`config.mk`:
```
export PLATFORM = sky130hd
export DESIGN_NAME = bin2bcd_seq_flat
export DESIGN_NICKNAME = d
export VERILOG_FILES = /design/src/rtl/bin2bcd_seq_if.sv /design/src/rtl/bin2bcd_seq.sv /design/src/flat_wrapper.sv
export SDC_FILE = /design/constraint.sdc
export NUM_CORES = 1
export LEC_CHECK = 0
export BUFFER_PORTS_ARGS = -buffer_cell sky130_fd_sc_hd__buf_2
export CAP_MARGIN = 10
export CELL_PAD_IN_SITES_DETAIL_PLACEMENT = 1
export CELL_PAD_IN_SITES_GLOBAL_PLACEMENT = 1
export CORE_MARGIN = 3
export CORE_UTILIZATION = 45
export CTS_CLUSTER_DIAMETER = 100
export CTS_CLUSTER_SIZE = 16
export DETAILED_ROUTE_END_ITERATION = 7
export PLACE_DENSITY_LB_ADDON = 0.1
export SLEW_MARGIN = 20
export SYNTH_ARGS = -nofsm -noshare
export SYNTH_HDL_FRONTEND = slang
export SYNTH_SLANG_ARGS = --single-unit
```
`constraint.sdc`:
```
create_clock -name clk -period 3.5 [get_ports clk]
set_input_delay 0.7 -clock clk [delete_from_list [all_inputs] [get_ports clk]]
set_output_delay 0.7 -clock clk [all_outputs]
set_load 0.01 [all_outputs]
```
`src/rtl/bin2bcd_seq_if.sv`:
```
// Request/result bundle for the sequential binary-to-BCD converter.
// The sign signal exists only when BIN2BCD_SIGNED_EN is defined.
interface bin2bcd_seq_if #(
    parameter int WIDTH  = 16,
    parameter int DIGITS = 5
) ();
    logic                  start;
    logic [WIDTH-1:0]      in_bin;
    logic                  busy;
    logic                  done;
    logic [4*DIGITS-1:0]   bcd;
`ifdef BIN2BCD_SIGNED_EN
    logic                  sign;
`endif

`ifdef BIN2BCD_SIGNED_EN
    modport master (output start, output in_bin, input busy, input done, input bcd, input sign);
    modport slave  (input start, input in_bin, output busy, output done, output bcd, output sign);
`else
    modport master (output start, output in_bin, input busy, input done, input bcd);
    modport slave  (input start, input in_bin, output busy, output done, output bcd);
`endif
endinterface

```
`src/rtl/bin2bcd_seq.sv`:
```
// Sequential double-dabble binary-to-BCD converter, one operand bit per clock.
// Optional macro BIN2BCD_SIGNED_EN: two's-complement input, magnitude in bcd plus a sign output.
module bin2bcd_seq #(
    parameter int WIDTH  = 16,
    parameter int DIGITS = 5
) (
    input  logic          clk,
    input  logic          reset_n,
    bin2bcd_seq_if.slave  bus
);

    localparam int ACC_W = 4 * DIGITS;
    localparam int CNT_W = $clog2(WIDTH + 1);

    typedef enum logic [1:0] {
        S_IDLE = 2'd0,
        S_CONV = 2'd1,
        S_DONE = 2'd2
    } state_t;

    state_t             state;
    state_t             state_nxt;
    logic [ACC_W-1:0]   acc;
    logic [ACC_W-1:0]   acc_adj;
    logic [ACC_W-1:0]   acc_shift;
    logic [WIDTH-1:0]   op;
    logic [WIDTH-1:0]   mag;
    logic [CNT_W-1:0]   cnt;
    logic [ACC_W-1:0]   bcd_q;
    logic               accept;
    logic               last_bit;
`ifdef BIN2BCD_SIGNED_EN
    logic               sign_work;
    logic               sign_q;
`endif

    assign accept   = bus.start && ((state == S_IDLE) || (state == S_DONE));
    assign last_bit = (state == S_CONV) && (cnt == CNT_W'(1));

    // NOTE: sequential state uses non-blocking assignments so every register
    // samples pre-edge values regardless of process ordering.
    always_ff @(posedge clk or negedge reset_n) begin
        if (!reset_n) begin
            state <= S_IDLE;
        end else begin
            state <= state_nxt;
        end
    end

    // NOTE: the default assignment before the case keeps this block a pure
    // combinational function with no inferred latch.
    always_comb begin
        state_nxt = state;
        unique case (state)
            S_IDLE: if (bus.start) state_nxt = S_CONV;
            S_CONV: if (last_bit)  state_nxt = S_DONE;
            S_DONE: state_nxt = bus.start ? S_CONV : S_IDLE;
            default: state_nxt = S_IDLE;
        endcase
    end

    always_comb begin
        bus.busy = (state == S_CONV);
        bus.done = (state == S_DONE);
    end

    // Digits >= 5 get +3 so the following left shift carries correctly into the next digit.
    always_comb begin
        acc_adj = acc;
        for (int d = 0; d < DIGITS; d++) begin
            if (acc[4*d +: 4] >= 4'd5) begin
                acc_adj[4*d +: 4] = acc[4*d +: 4] + 4'd3;
            end
        end
        acc_shift = {acc_adj[ACC_W-2:0], op[WIDTH-1]};
    end

`ifdef BIN2BCD_SIGNED_EN
    // Negating the most negative value wraps to 2^(WIDTH-1), which is the correct magnitude.
    assign mag = bus.in_bin[WIDTH-1] ? (~bus.in_bin + WIDTH'(1)) : bus.in_bin;
`else
    assign mag = bus.in_bin;
`endif

    // NOTE: the working registers and the result are all reset, so an aborted
    // conversion leaves nothing stale behind and bcd reads zero.
    always_ff @(posedge clk or negedge reset_n) begin
        if (!reset_n) begin
            acc       <= '0;
            op        <= '0;
            cnt       <= '0;
            bcd_q     <= '0;
`ifdef BIN2BCD_SIGNED_EN
            sign_work <= 1'b0;
            sign_q    <= 1'b0;
`endif
        end else if (accept) begin
            acc       <= '0;
            op        <= mag;
            cnt       <= CNT_W'(WIDTH);
`ifdef BIN2BCD_SIGNED_EN
            sign_work <= bus.in_bin[WIDTH-1];
`endif
        end else if (state == S_CONV) begin
            acc <= acc_shift;
            op  <= op << 1;
            cnt <= cnt - CNT_W'(1);
            if (last_bit) begin
                bcd_q  <= acc_shift;
`ifdef BIN2BCD_SIGNED_EN
                sign_q <= sign_work;
`endif
            end
        end
    end

    assign bus.bcd  = bcd_q;
`ifdef BIN2BCD_SIGNED_EN
    assign bus.sign = sign_q;
`endif

endmodule

```
`src/flat_wrapper.sv`:
```
// flat-port wrapper written by rule: the top's interface ports become plain ports
module bin2bcd_seq_flat 
#(
    parameter int WIDTH  = 16,
    parameter int DIGITS = 5
)
  (clk, reset_n, bus_start, bus_in_bin, bus_busy, bus_done, bus_bcd);
  bin2bcd_seq_if #(.WIDTH(WIDTH), .DIGITS(DIGITS)) bus_i ();
  input  logic clk;
  input  logic reset_n;
  input wire logic [$bits(bus_i.start)-1:0] bus_start;
  input wire logic [$bits(bus_i.in_bin)-1:0] bus_in_bin;
  output wire logic [$bits(bus_i.busy)-1:0] bus_busy;
  output wire logic [$bits(bus_i.done)-1:0] bus_done;
  output wire logic [$bits(bus_i.bcd)-1:0] bus_bcd;
  assign bus_i.start = bus_start;
  assign bus_i.in_bin = bus_in_bin;
  assign bus_busy = bus_i.busy;
  assign bus_done = bus_i.done;
  assign bus_bcd = bus_i.bcd;
  bin2bcd_seq #(.WIDTH(WIDTH), .DIGITS(DIGITS)) u_core (.clk(clk), .reset_n(reset_n), .bus(bus_i));
endmodule
```
==> metrics.cfg <==
[status]
status=finished clean

[floorplan]
dieArea_sq_um=7627
dieWidth_um=87.33
row_count=29
dieHeight_um=87.33
initial_utilization_pct=46.61
core_area_sq_um=6386
io-pin-count=41

[synthesis]
syn_inst=279
synthMuxAreaShare_pct=6.473
synth-simple-area-share_pct=14.42
synth_xor_area_share_pct=2.060
ys_types=32
synth_top_family_by_area=simple AND/OR/NAND/NOR gates
yosys-top-cells-area=dfrtp_1, nand2_1, ha_1, a22oi_1, a22o_1
synthAdderAreaFrac_pct=5.044
syn_area_sq_um=2977
ys_seq_area_share_pct=52.96
synth_top_cell_by_area=dfrtp_1
yosys_warnings=0
yosys.area.top_type_share_pct=52.96
ys_ff_latch=63
synth_compound_area_share_pct=14.04
syn_nets=310
synth.avg_cell_area_sq_um=10.67

[worst_setup_path]
cp.required_ps=2800
critical_path.max_fanout=35
ff2ff_path_depth=6
ff2ff_setup_slack_ps=1200
cp_data_arrival_time_ps=1880
critical_path.startpoint_type=flop
crit_buf_inv=2
crit_path_end_kind=output pin
worst_path_largest_cell_delay_ps=560
critPathLaunch=u_core.state[1]
r2r-start=u_core.state[1]
timing.rr.end=u_core.bus.bcd[14]
cp_slowest_cell=inv_2
cp_top_family=buffers and inverters
worstPathCellList=nand2b_2 -> inv_2 -> buf_2
crit_type=flop to output pin

[cts]
postCtsSetupBuffers=0
numCtsBuffers=9
cts_tree=yes
root_buffer=clkbuf_8
clock_path_buffers=2
cts_max_level=3
clk_pin_slew_ps=70
clock_sinks=63
cts.repair.resized=0
postCtsHoldBufs=0
clkLatencyLatePin_ps=340

[job]
maxCapViolCount=0

[sta]
tns_ps=0
drv_slew=0
tightest_slew_ps=862.2
period_minus_slack_ps=2582
max_slew_margin_pct=42.38
whs_ps=330.8
hold_viol=0
setup_viol=0
max_freq_mhz=387.3
grt_setup_unrepaired=false
finalCritPeriodShare_pct=73.77
clock_skew_ps=11.16

[placed_design]
dp_cells=386
port_buffers=40
dp_hpwl_um=4394
gp_congestion=0.7117

[grt]
met2_usage_pct=31.78
grt_max_degree=43
grt.overflow.total=0
grt_first_pass_wirelength_um=11340
grt_busiest_layer=met2
grt_pass1_vias=2323
grtUsageTotal_pct=19.28
met3_usage_pct=4.068
use_met1_pct=24.48
antenna_found_initial=0

[power]
powerDensity_nw_per_um2=1010
peakVddDrop_mv=0.4082
p_leak_nw=1.692
finalPower_mw=3.479

[drt]
drc_errors=0
drt_iter0_markers=82
ant_nets=0
drt_wl_total_um=6624
wl_per_cell_um=16.48
drt_pre_antenna_iters=4
vias=2182
vias_per_cell=5.428

[final_layout]
layoutNonFillerInstCount=402
num-nets-final=351
fill_cells=732
drive_above_1_share_pct=23.08
syn2layout_area_growth_pct=15.72
multi_input_area_sq_um=1259
area.sequential_sq_um=1577
antenna_cells=0

[min_path]
min_path_type=primary input to async pin

[logic make-up (layout without fill, tap and decap cells)]
group           after synthesis  count (layout)
compound gates               67              67
buf+inv                      27              73
flops                        63              63
simple gates                 87              87
mux                          16              16
xor+xnor                      7               7
fa+ha+maj                    12              12
[metal layers]
metal	part of all wire, %	wire length, um	vias to the layer above
li1	-	-	1046
met2	49	3252	38
met1	45	3012	1085
met5	0	0	-
met4	1.7	114	0
met3	3.7	244	13
[flip-flops by register name (all words and copies together) (netlist names)]
| signal | count |
|---|---|
| u_core.acc | 20 |
| u_core.op | 16 |
| u_core.state | 2 |
| u_core.cnt | 5 |
| u_core.bus.bcd | 20 |
[worst max-delay path by stage]
stage,endpoint,slack (ps),depth (start not counted)
4_1_cts,bus_busy,890,3
6_report,bus_busy,920,3
5_1_grt,bus_busy,770,3
3_5_place_dp,u_core.acc[19],1200,6
2_1_floorplan,u_core.acc[12],1930,7
3_3_place_gp,u_core.bus.bcd[5],1240,6
[cells in the mapped netlist, drive strengths merged]
cell type	instances
dfrtp	63
nand2	53
o21ai	26
a22oi	15
a21oi	14
inv	13
a22o	12
ha	12
buf	11
mux2	11
nor3b	9
nand2b	7
xnor2	7
nand3	6
mux2i	5
nor3	5
clkbuf	2
nor2	2
nor2b	2
nor4b	2
clkinv	1
nor4	1
[layout by cell type (no fill, tap or decap), types with 6 or more instances in the layout]
| master | synthesis | layout |
|---|---|---|
| mux2_2 | 6 | 6 |
| a22oi_1 | 15 | 15 |
| a22o_1 | 12 | 12 |
| buf_2 | 3 | 40 |
| dfrtp_1 | 63 | 63 |
| nor3b_1 | 9 | 9 |
| nand2b_1 | 6 | 6 |
| xnor2_1 | 7 | 7 |
| nand3_1 | 6 | 6 |
| ha_1 | 12 | 12 |
| o21ai_0 | 19 | 19 |
| a21oi_1 | 14 | 14 |
| inv_1 | 12 | 12 |
| clkbuf_8 | 0 | 9 |
| nand2_1 | 52 | 52 |
| o21ai_1 | 7 | 7 |
[power by group]
group	internal (mW)	total (mW)	switching [mW]
registers	1.05	1.32	0.272
logic	0.618	1.40	0.779
clock network	0.472	0.759	0.286
[metrics by stage]
step / util, % / setup slack, ps / cell area, sq um
6_report: 53.94 / 918.1 / 3445
5_1_grt: 53.94 / 771.6 / 3445
4_1_cts: 53.94 / 889.5 / 3445
3_5_place_dp: 50.24 / 1202 / 3208
3_3_place_gp: 50.24 / 1244 / 3208
2_1_floorplan: - / 1927 / 2977
[layout make-up]
| type | instances | share of cell area [%] |
|---|---|---|
| tap | 77 | 2.797 |
| inverter | 14 | 1.562 |
| clock buffer | 10 | 3.705 |
| multi-input combinational | 189 | 36.54 |
| clock inverter | 6 | 3.160 |
| sequential | 63 | 45.77 |
| timing repair buffer | 43 | 6.466 |
Power figures use the tool's default switching activity.
